==> src/rtl/qpsk_dibit_mapper.sv <==
// qpsk_dibit_mapper
// Serial-bit consumer for the QPSK transmit chain. Hunts for an 8-bit frame
// sync word (LSB-first), then groups payload bits into dibits and maps each
// dibit to a Gray-coded QPSK symbol (I, Q in {+1, -1}). Frame lock is kept
// through up to MISS_MAX-1 consecutive bad sync words (flywheel); the
// MISS_MAX-th consecutive miss drops back to hunting.
//
// Handshake: there is no back-pressure. Din is consumed on every posedge CLK
// where EN=1. sym_valid is a one-cycle strobe: when it is high, I_out/Q_out
// carry a new symbol that the modulator must take in that same cycle. The
// symbol values stay held between strobes.
//
// Symbol encoding (two's complement, 2 bits): 2'b01 = +1, 2'b11 = -1.
// The 2'b00 value only appears out of reset, before the first symbol.

module qpsk_dibit_mapper #(
    parameter logic [7:0] SYNC_WORD    = 8'h78,
    parameter int         PAYLOAD_BITS = 8,
    parameter int         MISS_MAX     = 2
) (
    input  logic       CLK,
    input  logic       RST,
    input  logic       Din,
    input  logic       EN,
    output logic [1:0] I_out,
    output logic [1:0] Q_out,
    output logic       sym_valid,
    output logic       locked,
    output logic       frame_start,
    output logic [1:0] o_dbg_state
);

    // One counter serves both the payload bit index and the 0..7 sync
    // bit index in CHECK, so it must cover the larger of the two ranges.
    localparam int CNT_MAX = (PAYLOAD_BITS > 8) ? PAYLOAD_BITS : 8;
    localparam int CW      = $clog2(CNT_MAX);
    localparam int MW      = $clog2(MISS_MAX + 1);

    localparam logic [CW-1:0] LAST_PAYLOAD = CW'(PAYLOAD_BITS - 1);
    localparam logic [CW-1:0] LAST_SYNC    = CW'(7);

    typedef enum logic [1:0] {
        HUNT    = 2'd0,
        PAYLOAD = 2'd1,
        CHECK   = 2'd2
    } state_t;

    state_t        r_state,       w_state_nxt;
    logic [7:0]    r_window,      w_window_nxt;
    logic [3:0]    r_fill,        w_fill_nxt;
    logic [CW-1:0] r_bit_cnt,     w_bit_cnt_nxt;
    logic [MW-1:0] r_miss_cnt,    w_miss_cnt_nxt;
    logic          r_i_bit,       w_i_bit_nxt;
    logic [1:0]    r_i_sym,       w_i_sym_nxt;
    logic [1:0]    r_q_sym,       w_q_sym_nxt;
    logic          r_sym_valid,   w_sym_valid_nxt;
    logic          r_frame_start, w_frame_start_nxt;

    // Window contents after shifting in the current bit (first bit ends in [0]).
    logic [7:0] w_window_shift;
    // Fill count after the current bit, saturating at 8.
    logic [3:0] w_fill_inc;

    assign w_window_shift = {Din, r_window[7:1]};
    assign w_fill_inc     = (r_fill >= 4'd8) ? 4'd8 : (r_fill + 4'd1);

    // State register and all datapath registers; outputs come straight from here.
    always_ff @(posedge CLK or posedge RST) begin
        if (RST) begin
            r_state       <= HUNT;
            r_window      <= 8'h00;
            r_fill        <= 4'd0;
            r_bit_cnt     <= '0;
            r_miss_cnt    <= '0;
            r_i_bit       <= 1'b0;
            r_i_sym       <= 2'b00;
            r_q_sym       <= 2'b00;
            r_sym_valid   <= 1'b0;
            r_frame_start <= 1'b0;
        end else begin
            r_state       <= w_state_nxt;
            r_window      <= w_window_nxt;
            r_fill        <= w_fill_nxt;
            r_bit_cnt     <= w_bit_cnt_nxt;
            r_miss_cnt    <= w_miss_cnt_nxt;
            r_i_bit       <= w_i_bit_nxt;
            r_i_sym       <= w_i_sym_nxt;
            r_q_sym       <= w_q_sym_nxt;
            r_sym_valid   <= w_sym_valid_nxt;
            r_frame_start <= w_frame_start_nxt;
        end
    end

    // Next-state and next-datapath logic; EN=0 holds everything, strobes drop.
    always_comb begin
        w_state_nxt       = r_state;
        w_window_nxt      = r_window;
        w_fill_nxt        = r_fill;
        w_bit_cnt_nxt     = r_bit_cnt;
        w_miss_cnt_nxt    = r_miss_cnt;
        w_i_bit_nxt       = r_i_bit;
        w_i_sym_nxt       = r_i_sym;
        w_q_sym_nxt       = r_q_sym;
        w_sym_valid_nxt   = 1'b0;
        w_frame_start_nxt = 1'b0;

        if (EN) begin
            case (r_state)
                HUNT: begin
                    w_window_nxt = w_window_shift;
                    w_fill_nxt   = w_fill_inc;
                    // The fill gate stops a false match on the reset window.
                    if ((w_fill_inc >= 4'd8) && (w_window_shift == SYNC_WORD)) begin
                        w_state_nxt       = PAYLOAD;
                        w_bit_cnt_nxt     = '0;
                        w_miss_cnt_nxt    = '0;
                        w_frame_start_nxt = 1'b1;
                    end
                end

                PAYLOAD: begin
                    if (!r_bit_cnt[0]) begin
                        w_i_bit_nxt = Din;
                    end else begin
                        // Bit 0 maps to +1 (01), bit 1 to -1 (11).
                        w_i_sym_nxt     = {r_i_bit, 1'b1};
                        w_q_sym_nxt     = {Din, 1'b1};
                        w_sym_valid_nxt = 1'b1;
                    end
                    if (r_bit_cnt == LAST_PAYLOAD) begin
                        w_state_nxt   = CHECK;
                        w_bit_cnt_nxt = '0;
                    end else begin
                        w_bit_cnt_nxt = r_bit_cnt + 1'b1;
                    end
                end

                CHECK: begin
                    w_window_nxt = w_window_shift;
                    if (r_bit_cnt == LAST_SYNC) begin
                        w_bit_cnt_nxt = '0;
                        if (w_window_shift == SYNC_WORD) begin
                            w_state_nxt       = PAYLOAD;
                            w_miss_cnt_nxt    = '0;
                            w_frame_start_nxt = 1'b1;
                        end else if ((int'(r_miss_cnt) + 1) < MISS_MAX) begin
                            // Flywheel: assume the frame is still aligned.
                            w_state_nxt    = PAYLOAD;
                            w_miss_cnt_nxt = r_miss_cnt + 1'b1;
                        end else begin
                            w_state_nxt    = HUNT;
                            w_fill_nxt     = 4'd0;
                            w_miss_cnt_nxt = '0;
                        end
                    end else begin
                        w_bit_cnt_nxt = r_bit_cnt + 1'b1;
                    end
                end

                default: begin
                    w_state_nxt = HUNT;
                    w_fill_nxt  = 4'd0;
                end
            endcase
        end
    end

    assign I_out       = r_i_sym;
    assign Q_out       = r_q_sym;
    assign sym_valid   = r_sym_valid;
    assign frame_start = r_frame_start;
    assign locked      = (r_state == PAYLOAD) || (r_state == CHECK);
    assign o_dbg_state = r_state;

endmodule

==> config.mk <==
export PLATFORM = sky130hd
export DESIGN_NAME = qpsk_dibit_mapper
export DESIGN_NICKNAME = d
export VERILOG_FILES = /design/src/rtl/qpsk_dibit_mapper.sv
export SDC_FILE = /design/constraint.sdc
export NUM_CORES = 1
export LEC_CHECK = 0
export BUFFER_PORTS_ARGS = -buffer_cell sky130_fd_sc_hd__buf_2
export CAP_MARGIN = 10
export CORE_ASPECT_RATIO = 1.2
export CORE_MARGIN = 2
export CORE_UTILIZATION = 33
export CTS_CLUSTER_SIZE = 40
export DETAILED_ROUTE_END_ITERATION = 6
export GPL_TIMING_DRIVEN = 0
export PLACE_DENSITY = 0.6
export SYNTH_ARGS = -nofsm -noshare
export SYNTH_HDL_FRONTEND = slang
export SYNTH_SLANG_ARGS = --single-unit
export TNS_END_PERCENT = 50
==> constraint.sdc <==
create_clock -name CLK -period 2.4 [get_ports CLK]
set_clock_uncertainty 0.05 [all_clocks]
set_input_delay 0.36 -clock CLK [delete_from_list [all_inputs] [get_ports CLK]]
set_output_delay 0.36 -clock CLK [all_outputs]
set_load 0.005 [all_outputs]
Word-level counts from Yosys, hierarchy flattened --
Cells that the tools add are included.
Word-level totals: register bits 26, latch bits 0, RAM bits 0, memory bits (read-only) 0, input bits 4, output and inout port bits 9, word-level logic and storage cells 69, memories kept 0
Operators by class: $add $sub $neg 4, multipliers 0, divide/modulo/power cells 0, $lt $le $gt $ge 3, equal/unequal tests 9, shift operators 0, multiplexer cells 27, bitwise gates (word level) 2, reductions and logical operators 14
Operators by type and width (count):
- $mux W4 | 4
- $mux W2 | 7
- $pmux W4 S3 | 1
- $ne A2 B2 Y1 const B | 5
- $mux W1 | 9
- $reduce_and A3 Y1 | 3
- $eq A8 B7 Y1 const B | 1
- $ge A4 B4 Y1 const B | 2
- $reduce_and A4 Y1 | 2
- $mux W3 | 2
- $pmux W2 S3 | 1
- $pmux W3 S2 | 1
- $reduce_and A5 Y1 | 1
- $add A4 B1 Y4 const B | 1
- $pmux W2 S2 | 1
- $reduce_bool A2 Y1 | 2
- $reduce_or A2 Y1 | 2
- $add A2 B1 Y3 const B | 1
- $add A3 B1 Y3 const B | 1
- $eq A3 B3 Y1 const B | 1
- $lt A3 B2 Y1 const B | 1
- $add A2 B1 Y2 const B | 1
- $eq A2 B1 Y1 const B | 1
- $eq A2 B2 Y1 const B | 1
- 6 further kinds | 7

Depth between registers and ports, before layout --
Gate-level depths: netlist (run 1).
depth in word-level cells 7, depth in mapped cells 7, depth with buffers taken out 6

Worst setup path before layout (run 1) --
OpenSTA, ideal clock, no wires.
kind register -> register, start register r_state[0] (netlist: o_dbg_state[0]), end register r_miss_cnt[1], setup time 0.120 ns, arrival 1.754 ns, required time 2.230 ns, path slack 0.476 ns, cell stages (with the launch flop) 8, buffers on the path 1, period minus slack after synthesis 1.924 ns, cells stage by stage dfrtp_1 > inv_1 > ha_1 > clkbuf_1 > o21ai_1 > a21oi_1 > a21oi_1 > a41o_2
Between the ends: longest elaborated chain between the ends 3, elaborated cells between the ends (all ways) 7, those cells by class eq/ne (3); mux (1); reduce/logical (3)
RTL lines:
- start, declared | RTL line 48 | state_t r_state, w_state_nxt;
- start signal, assigned | RTL line 81 | r_state <= w_state_nxt;
- $eq A2 B2 Y1 / $logic_not A2 Y1 (equally long branches) | RTL line 108 | case (r_state)
- $ne A2 B2 Y1 (no source line) / $reduce_bool A2 Y1 (equally long branches)
- $reduce_and A4 Y1 (no source line)
- end signal, assigned | RTL line 85 | r_miss_cnt <= w_miss_cnt_nxt;
- end, declared | RTL line 52 | logic [MW-1:0] r_miss_cnt, w_miss_cnt_nxt;
Several ways; a longest one is shown, not always the timed one. A chain may end at the register's enable or synchronous reset.

Worst setup path after layout (run 1) --
Same ends and word-level chain as after synthesis.

==> impl_metrics.yaml, run 1 <==
outcome:
  outcome: "finished, final reports clean"
floorplanning:
  die_h_um: 72.0
  start_util_pct: 34.7
  rows: 24
  dieWidth_um: 60.7
  io_pins: 13
  die_area_um2: 4370
  core_um2: 3660
layout:
  mostFrequentLayoutCell: "dfrtp_1"
  drive_above_1_share_pct: 28.3
  final_util_pct: 39.6
  antennaDiodeCount: 0
  design_area_um2: 1450
  nets: 141
  area_delta_synth_final_pct: 14.1
  final_cell_mix: "dfrtp_1 (24), inv_1 (13), buf_2 (12)"
critical_path:
  critical_path.endpoint_type: "register"
  worstPathRequired_ns: 2.51
  reg2reg_to: "r_miss_cnt[1]"
  crit_path_max_fanout: 8
  crit_chain: "inv_1 > ha_1 > clkbuf_1 > o21ai_1 > a21oi_2 > a21oi_1 > a41o_2"
  r2r_cells: 7
  crit_arrival_ns: 2.28
  cp_slowest_cell: "dfrtp_1"
  crit-reg2reg-launch: "o_dbg_state[0]"
  startpoint_type: "register"
  crit_start: "o_dbg_state[0]"
  cp_slowest_stage_delay_ns: 0.42
  r2r_setup_slack_ns: 0.23
  worstSetupPathType: "register to register"
  cp_num_buf_inv: 2
  critPathTopFamily: "compound AO/OA/AOI/OAI gates"
power:
  power_switching_w: 0.000552
  cellLeakagePower_nw: 0.696
  powerDensity_nw_per_um2: 1100
  p_comb_share_pct: 40.8
  clkPwrFrac_pct: 17.3
  internal_power_w: 0.00104
  vdd_drop_max_uv: 385
  power_w: 0.00159
  switching_share_pct: 34.7
  pwr-share-seq_pct: 42.0
placed_design:
  port_buffers: 11
  place_ws_ns: 0.162
  post_dp_cell_area_um2: 1390
  place.gp.congestion: 0.745
  hpwl_um: 1630
routing:
  drt-vias-per-instance: 4.74
  wl_um: 2140
  drt_iter0_drc: 40
  ant_nets: 0
  drc: 0
  vias: 849
  drtPass1Iterations: 4
  wl_per_cell_um: 12.0
synth:
  synth_edf_count: 0
  synth_cell_types: 34
  syn_area_per_cell_um2: 11.4
  ys_seq_elements: 24
  yosys_warnings: 0
  syn-cell-area_um2: 1270
  synthFlopType: "dfrtp_1"
  ys_seq_area_share_pct: 47.2
  synth_nets: 125
  syn_inst: 112
  synthArstFlopShare_pct: 100
cts:
  htreeDepth: 1
  cts_buffers: 3
  cts_root_buf: "clkbuf_8"
  cts_tree: "done"
  clock_latency_ns: 0.26
  clkSinkCount: 24
  ctsLongestPathBuffers: 2
  clk_pin_slew_ns: 0.08
timing:
  finalSetupViolations: 0
  slew_headroom_pct: 40.5
  report.final.hold_viol_count: 0
  rsz0062_at_grt: "no"
  setup_tns_ns: 0
  max_freq_mhz: 462
  fin_ws_ns: 0.235
  period_needed_ns: 2.17
  worst_pin_slew_ns: 0.891
  fin_crit_sh_pct: 90.2
  final_max_slew_viol_count: 0
global_routing:
  overflow: 0
  grt_max_degree: 25
  antenna_found_initial: 0
  grt.total_usage_pct: 10.8
  grt_first_pass_wirelength_um: 3690
  grt_pass1_vias: 849
run:
  max_cap_viol_count: 0
worst_hold_path:
  hp-class: "input pin to async pin"
## worst reg2reg max path, cell delays in order, from the launching register on
cell and delay, ns:
dfrtp_1 0.42, inv_1 0.12, ha_1 0.16, clkbuf_1 0.34, o21ai_1 0.35, a21oi_2 0.28
a21oi_1 0.10, a41o_2 0.24
## flip-flops by register name, indices dropped and copies added (netlist names)
name and cells:
Q_out 1, r_i_bit 1, I_out 2, o_dbg_state 2, r_fill 4, frame_start 1
sym_valid 1, r_miss_cnt 2, r_bit_cnt 3, r_window 7
## logic make-up after synthesis
family	after synthesis	synth area share, %
AO/OA/AOI/OAI	21	12.5
AND/OR/NAND/NOR	25	12.0
buffers and inverters	17	5.41
adder cells (fa/ha/maj)	9	8.85
multiplexers	16	14.1
flip-flops	24	47.2
## cells in the mapped netlist (2+ instances only)
cell type / count / share of area, %
dfrtp_1: 24 / 47
inv_1: 13 / 3.8
mux2_2: 11 / 9.7
ha_1: 9 / 8.8
nor2_1: 6 / 1.8
a21oi_1: 5 / 2.0
nand2_1: 5 / 1.5
mux2i_1: 4 / 3.1
nand2b_1: 4 / 2.0
a211oi_1: 3 / 1.8
a31oi_1: 3 / 1.5
clkbuf_1: 2 / 0.59
nand3_1: 2 / 0.79
## what timing repair did
item                                    in CTS  in global routing
hold buffers                                 0                  0
endpoints found under the setup margin       0                  2
resized for setup                            0                  1
setup buffers                                0                  0
## cell type report
class                   count  area, um^2
fillers                   377        2210
multi-input cells          71         607
flip-flops and latches     24         601
well taps                  52        65.1
clock buffers               4        55.1
repair buffers             11        55.1
inverters                  13        48.8
plain buffers               4        20.0
## metrics by stage
| step | std cells | hold slack [ns] |
|---|---|---|
| 2_1_floorplan | 112 | 0.325 |
| 3_3_place_gp | 175 | 0.423 |
| 3_5_place_dp | 175 | 0.443 |
| 4_1_cts | 179 | 0.263 |
| 5_1_grt | 179 | 0.306 |
| 6_report | 179 | 0.221 |
## power groups by stage
| stage | Sequential, W | Combinational [W] | Clock, W |
|---|---|---|---|
| after CTS | 0.000672 | 0.000654 | 0.000279 |
| final | 0.000667 | 0.000648 | 0.000275 |
| after global placement | 0.000670 | 0.000623 | 0 |
| after floorplan | 0.000656 | 0.000501 | 0 |
| after detailed placement | 0.000681 | 0.000652 | 0 |
| after global routing | 0.000695 | 0.000731 | 0.000300 |
## how the worst max path moves through the flow
stage	to	depth (start not counted)
CTS	r_miss_cnt[1]	7
detailed placement	r_miss_cnt[1]	7
finish	r_miss_cnt[1]	7
global placement	r_miss_cnt[1]	7
global route	r_miss_cnt[1]	7
floorplan	r_miss_cnt[1]	7
## routing by layer
metal	wire length, um	track usage (%)	vias up
met3	31	2.14	4
met5	0	0	-
met2	1040	17.3	7
li1	-	-	419
met4	27	3.62	0
met1	1040	14.5	419
Note: power is estimated with default switching activity, not from simulation.
==> inputs of run 2 (changes only) <==
--- a/config.mk
+++ b/config.mk
@@ -5,6 +5,7 @@
 export SDC_FILE = /design/constraint.sdc
 export NUM_CORES = 1
 export LEC_CHECK = 0
+export ABC_AREA = 1
 export BUFFER_PORTS_ARGS = -buffer_cell sky130_fd_sc_hd__buf_2
 export CAP_MARGIN = 10
 export CORE_ASPECT_RATIO = 1.2
@@ -14,6 +15,7 @@
 export DETAILED_ROUTE_END_ITERATION = 6
 export GPL_TIMING_DRIVEN = 0
 export PLACE_DENSITY = 0.6
+export RECOVER_POWER = 50
 export SYNTH_ARGS = -nofsm -noshare
 export SYNTH_HDL_FRONTEND = slang
 export SYNTH_SLANG_ARGS = --single-unit
==> run 2 against run 1 <==
Hold slack improved by 0.012 ns. Critical endpoint is now locked. Global-route usage rose by 0.26 points. Core utilization fell by 1.5 points.
==> impl_metrics.yaml, run 2 <==
outcome:
  outcome: "finished, final reports clean"
placed_design:
  place_ws_ns: 0.807
  port_buffers: 12
  hpwl_um: 1700
  place.gp.congestion: 0.724
timing:
  setup_tns_ns: 0
  report.final.hold_viol_count: 0
  rsz0062_at_grt: "no"
  fin_crit_sh_pct: 69.0
  fin_ws_ns: 0.745
  max_freq_mhz: 604
  finalSetupViolations: 0
  period_needed_ns: 1.66
  final_max_slew_viol_count: 0
  worst_pin_slew_ns: 0.910
  slew_headroom_pct: 39.2
power:
  p_comb_share_pct: 41.5
  pwr-share-seq_pct: 43.6
  vdd_drop_max_uv: 289
  internal_power_w: 0.000912
  switching_share_pct: 40.0
  clkPwrFrac_pct: 14.9
  powerDensity_nw_per_um2: 1110
  power_switching_w: 0.000608
  cellLeakagePower_nw: 0.691
global_routing:
  antenna_found_initial: 0
  grt_pass1_vias: 884
  gr-usage-met2_pct: 19.0
  grt.total_usage_pct: 11.1
  grt_max_degree: 25
  overflow: 0
  use_met1_pct: 13.3
  grt_first_pass_wirelength_um: 3650
  gr-usage-met3_pct: 1.10
  gr-max-usage-layer: "met2"
synth:
  ys_seq_area_share_pct: 49.1
  synth_edf_count: 0
  synth-simple-area-share_pct: 24.3
  synthFlopType: "dfrtp_1"
  synth-compound-area-share_pct: 8.59
  synth_cell_types: 19
  synth_common_cells: "nand2_1 (39), dfrtp_1 (24), inv_1 (21)"
  synth_xor_area_share_pct: 0.716
  netlist.area_leader.share_pct: 49.1
  syn_area_per_cell_um2: 8.56
  ys_seq_elements: 24
  synth.most_common_cell: "nand2_1"
  synthMuxAreaShare_pct: 0
  yosys_warnings: 0
  synth_top_family_by_area: "simple AND/OR/NAND/NOR gates"
  synthArstFlopShare_pct: 100
  synth_nets: 156
  yosys-top-cells-area: "dfrtp_1 (49%), nand2_1 (12%), ha_1 (9.2%)"
  synth_fa_ha_area_share_pct: 9.20
  syn-cell-area_um2: 1220
  synth_area_leader_cell: "dfrtp_1"
  syn_inst: 143
cts:
  cts_buffers: 3
  ctsLongestPathBuffers: 2
  post_cts_resized: 0
  clk_pin_slew_ns: 0.08
  htreeDepth: 1
  clock_latency_ns: 0.26
  cts_tree: "done"
  holdBufCountCts: 0
  cts_root_buf: "clkbuf_8"
  postCtsSetupBuffers: 0
  clkSinkCount: 24
critical_path:
  crit_path_max_fanout: 5
  r2r_setup_slack_ns: 0.82
  worstSetupPathType: "register to output port"
  worstPathRequired_ns: 1.99
  startpoint_type: "register"
  endpoint: "locked"
  r2r_cells: 6
  crit_start: "o_dbg_state[0]"
  reg2reg_to: "r_window[7]"
  critical_path.endpoint_type: "output port"
  crit-reg2reg-launch: "o_dbg_state[0]"
  crit_arrival_ns: 1.25
floorplanning:
  dieWidth_um: 59.6
  start_util_pct: 34.0
  io_pins: 13
  die_area_um2: 4210
  rows: 24
  core_um2: 3600
  die_h_um: 70.7
routing:
  drtPass1Iterations: 4
  vias: 926
  drt-vias-per-instance: 4.70
  wl_per_cell_um: 11.0
  drc: 0
  wl_um: 2170
  drt_iter0_drc: 40
  ant_nets: 0
layout:
  final_cell_mix: "nand2_1 (39), dfrtp_1 (24), inv_1 (21)"
  mostFrequentLayoutCell: "nand2_1"
  area_delta_synth_final_pct: 12.2
  antennaDiodeCount: 0
  largest_register_ffs: 7
  fill_cells: 386
  seqCellArea_um2: 601
  nets: 173
  multi_input_area_um2: 524
  drive_above_1_share_pct: 17.7
  largest-register: "r_window"
  top_regs: "r_window x7, r_fill x4, r_bit_cnt x3"
run:
  max_cap_viol_count: 0
worst_hold_path:
  hp-class: "input pin to async pin"
-- run 2: worst min-delay path by stage --
stage,cells after the start,slack [ns],endpoint,startpoint
6_report,2,0.23,r_window[5],RST
5_1_grt,2,0.31,r_window[5],RST
4_1_cts,2,0.26,r_fill[2],RST
3_5_place_dp,2,0.41,r_miss_cnt[0],r_miss_cnt[0]
3_3_place_gp,2,0.41,r_miss_cnt[0],r_miss_cnt[0]
2_1_floorplan,1,0.32,I_out[0],RST
-- run 2: cell families (layout without fill, tap and decap cells) --
family,Yosys count,count (layout)
adder cells (fa/ha/maj),9,9
AO/OA/AOI/OAI,21,21
AND/OR/NAND/NOR,63,63
buffers and inverters,25,40
XOR/XNOR,1,1
flip-flops,24,24
-- run 2: power by group through the flow --
stage / clock network (W) / registers, W / logic [W]
after global routing: 0.000255 / 0.000683 / 0.000734
after floorplan: 0 / 0.000649 / 0.000478
after global placement: 0 / 0.000657 / 0.000615
after detailed placement: 0 / 0.000670 / 0.000641
final: 0.000226 / 0.000662 / 0.000631
after CTS: 0.000240 / 0.000663 / 0.000644
-- run 2: cell type report --
cell class | count | area share (%)
timing repair buffer | 12 | 4.28
multi-input combinational | 94 | 38.2
inverter | 23 | 6.29
sequential | 24 | 43.8
clock buffer | 3 | 3.01
buffer | 2 | 0.912
tap | 39 | 3.56
-- run 2: critical path, cell delays in order (launching register included) --
cell	delay, ns
dfrtp_1	0.41
inv_1	0.08
ha_1	0.34
buf_2	0.14
-- run 2: metrics by stage --
| step | util, % | power (W) | cell area [um^2] | hold slack (ns) | cells |
|---|---|---|---|---|---|
| after CTS | 38.1 | 0.00155 | 1370 | 0.264 | 197 |
| after global routing | 38.1 | 0.00167 | 1370 | 0.306 | 197 |
| after floorplan | - | 0.00113 | 1220 | 0.325 | 143 |
| after detailed placement | 37.0 | 0.00131 | 1330 | 0.408 | 194 |
| final | 38.1 | 0.00152 | 1370 | 0.233 | 197 |
| after global placement | 37.0 | 0.00127 | 1330 | 0.407 | 194 |
-- run 2: routing by layer --
metal | vias up | routed length, um
met4 | 0 | 49
met2 | 12 | 1140
met1 | 434 | 958
met5 | - | 0
li1 | 475 | -
met3 | 5 | 26
==> inputs of run 3 (changes only) <==
--- a/config.mk
+++ b/config.mk
@@ -5,7 +5,7 @@
 export SDC_FILE = /design/constraint.sdc
 export NUM_CORES = 1
 export LEC_CHECK = 0
-export ABC_AREA = 1
+export ABC_AREA = 0
 export BUFFER_PORTS_ARGS = -buffer_cell sky130_fd_sc_hd__buf_2
 export CAP_MARGIN = 10
 export CORE_ASPECT_RATIO = 1.2
@@ -14,7 +14,7 @@
 export CTS_CLUSTER_SIZE = 40
 export DETAILED_ROUTE_END_ITERATION = 6
 export GPL_TIMING_DRIVEN = 0
-export PLACE_DENSITY = 0.6
+export PLACE_DENSITY = 0.61
 export RECOVER_POWER = 50
 export SYNTH_ARGS = -nofsm -noshare
 export SYNTH_HDL_FRONTEND = slang
==> constraint.sdc (replaced) <==
create_clock -name CLK -period 1.4 [get_ports CLK]
set_clock_uncertainty 0.05 [all_clocks]
set_input_delay 0.21 -clock CLK [delete_from_list [all_inputs] [get_ports CLK]]
set_output_delay 0.21 -clock CLK [all_outputs]
set_load 0.005 [all_outputs]
==> run 3 against run 2 <==
The run now ends with setup timing left. Register-to-register slack worse by 1.3 ns. Routed wire length grew 7.6%. Final area grew 17%. First-iteration DRC count down 48%. Via count decreased by 4.8%. Core utilization increased by 5.8 points.
==> impl_metrics.yaml, run 3 (synthesis gave the netlist of run 1 again) <==
layout:
  final_cell_mix: "dfrtp_1 (24), buf_2 (11), inv_1 (11)"
  stdcell_count: 185
  nets: 148
  fill_cells: 359
  top_regs: "r_window x7, r_fill x4, r_bit_cnt x3"
  area_delta_synth_final_pct: 26.5
  largest-register: "r_window"
  drive_above_1_share_pct: 42.1
  mostFrequentLayoutCell: "dfrtp_1"
  largest_register_ffs: 7
  multi_input_area_um2: 701
  seqCellArea_um2: 601
  antennaDiodeCount: 0
timing:
  max_freq_mhz: 522
  period_needed_ns: 1.92
  fin_crit_sh_pct: 137
  report.final.hold_viol_count: 0
  rsz0062_at_grt: "yes"
  fin_hold_ws_ns: 0.0703
  finalSetupViolations: 21
  worst_pin_slew_ns: 0.885
  fin_ws_ns: -0.516
  slew_headroom_pct: 41.0
  final_max_slew_viol_count: 0
worst_hold_path:
  hp-class: "input pin to async pin"
floorplanning:
  io_pins: 13
  rows: 24
  dieWidth_um: 60.7
  die_area_um2: 4370
  die_h_um: 72.0
  start_util_pct: 34.7
  core_um2: 3660
global_routing:
  antenna_found_initial: 0
  grt_first_pass_wirelength_um: 4040
  grt.total_usage_pct: 12.3
  overflow: 0
  grt_pass1_vias: 907
  grt_max_degree: 25
cts:
  cts_tree: "done"
  clkSinkCount: 24
  cts_buffers: 3
  ctsLongestPathBuffers: 2
  clk_pin_slew_ns: 0.08
  cts_root_buf: "clkbuf_8"
  htreeDepth: 1
  clock_latency_ns: 0.26
  holdBufCountCts: 0
critical_path:
  critPathTopFamily: "simple AND/OR/NAND/NOR gates"
  crit_chain: "or4b_4 > o31ai_4 > nand3b_4 > mux2_4"
  cp_slowest_cell: "or4b_4"
  crit-reg2reg-launch: "r_window[1]"
  cp_num_buf_inv: 0
  r2r_cells: 4
  cp_slowest_stage_delay_ns: 0.55
  crit_arrival_ns: 2.01
  critical_path.endpoint_type: "register"
  worstSetupPathType: "register to register"
  startpoint_type: "register"
  crit_path_max_fanout: 5
  worstPathRequired_ns: 1.50
  reg2reg_to: "r_bit_cnt[0]"
  r2r_setup_slack_ns: -0.52
routing:
  wl_per_cell_um: 12.6
  wl_um: 2340
  ant_nets: 0
  drt-vias-per-instance: 4.77
  drtPass1Iterations: 4
  drt_iter0_drc: 21
  vias: 882
  drc: 0
placed_design:
  port_buffers: 11
  place.gp.congestion: 0.751
  dp_cells: 175
  hpwl_um: 1680
run:
  max_cap_viol_count: 0
outcome:
  outcome: "complete, but fails checks"
  violations: "setup timing"
power:
  powerDensity_nw_per_um2: 1910
  vdd_drop_max_uv: 920
  cellLeakagePower_nw: 0.754
run 3: cell types whose count changed in the layout (fill, tap and decap cells not counted), moves of 4 or more:
cell | before | now
nand2_1 | 39 | 5
inv_1 | 21 | 11
o21ai_0 | 10 | 0
o21ai_1 | 10 | 1
mux2_2 | 0 | 7
nand3_1 | 7 | 1
buf_4 | 1 | 6
mux2_4 | 0 | 5
mux2i_1 | 0 | 4
nand2b_1 | 0 | 4
run 3: final cells by class:
cell class              instances  area share, %
repair buffers                 18           7.54
multi-input cells              71           43.5
inverters                      13           3.03
clock buffers                   3           2.57
plain buffers                   4           1.94
well taps                      52           4.04
flip-flops and latches         24           37.3
run 3: how the worst max path moves through the flow:
stage,startpoint,end,slack [ns],cells after the start
floorplan,r_window[2],r_bit_cnt[0],-0.49,4
global placement,r_window[2],r_bit_cnt[0],-0.60,4
detailed placement,r_window[2],r_bit_cnt[0],-0.62,4
CTS,r_window[1],r_bit_cnt[0],-0.49,4
global route,r_window[1],r_bit_cnt[0],-0.57,4
finish,r_window[1],r_bit_cnt[0],-0.52,4
run 3: layer usage:
metal | up-vias | global-route usage [%] | wire [um]
met5 | - | 0 | 0
met4 | 0 | 3.86 | 36
met3 | 4 | 3.39 | 48
met2 | 11 | 19.2 | 1180
met1 | 437 | 16.4 | 1070
li1 | 430 | - | -
run 3: power by group:
group | switching [W] | internal, W
Sequential | 0.000207 | 0.000961
Clock | 0.000203 | 0.000192
Combinational | 0.000648 | 0.000855
run 3: worst register-to-register path, stage by stage (launching register included):
cell and delay, ns:
dfrtp_1 0.38, or4b_4 0.55, o31ai_4 0.36, nand3b_4 0.14
mux2_4 0.31
run 3: through the flow:
step | instance area [um^2] | utilization (%) | worst slack, ns | power (W) | TNS, ns
6_report | 1610 | 43.9 | -0.516 | 0.00307 | -6.85
5_1_grt | 1610 | 43.9 | -0.568 | 0.00332 | -8.14
4_1_cts | 1560 | 42.6 | -0.493 | 0.00300 | -6.19
3_5_place_dp | 1430 | 39.1 | -0.621 | 0.00241 | -7.41
3_3_place_gp | 1430 | 39.1 | -0.598 | 0.00235 | -6.65
2_1_floorplan | 1310 | - | -0.490 | 0.00210 | -4.84
run 3: what timing repair did:
| action | CTS | global route |
|---|---|---|
| gates resized for setup | 14 | 4 |
| pin swaps | 5 | 2 |
| setup endpoints to repair | 23 | 23 |
| buffers inserted | 5 | 2 |
| gates cloned | 0 | 0 |
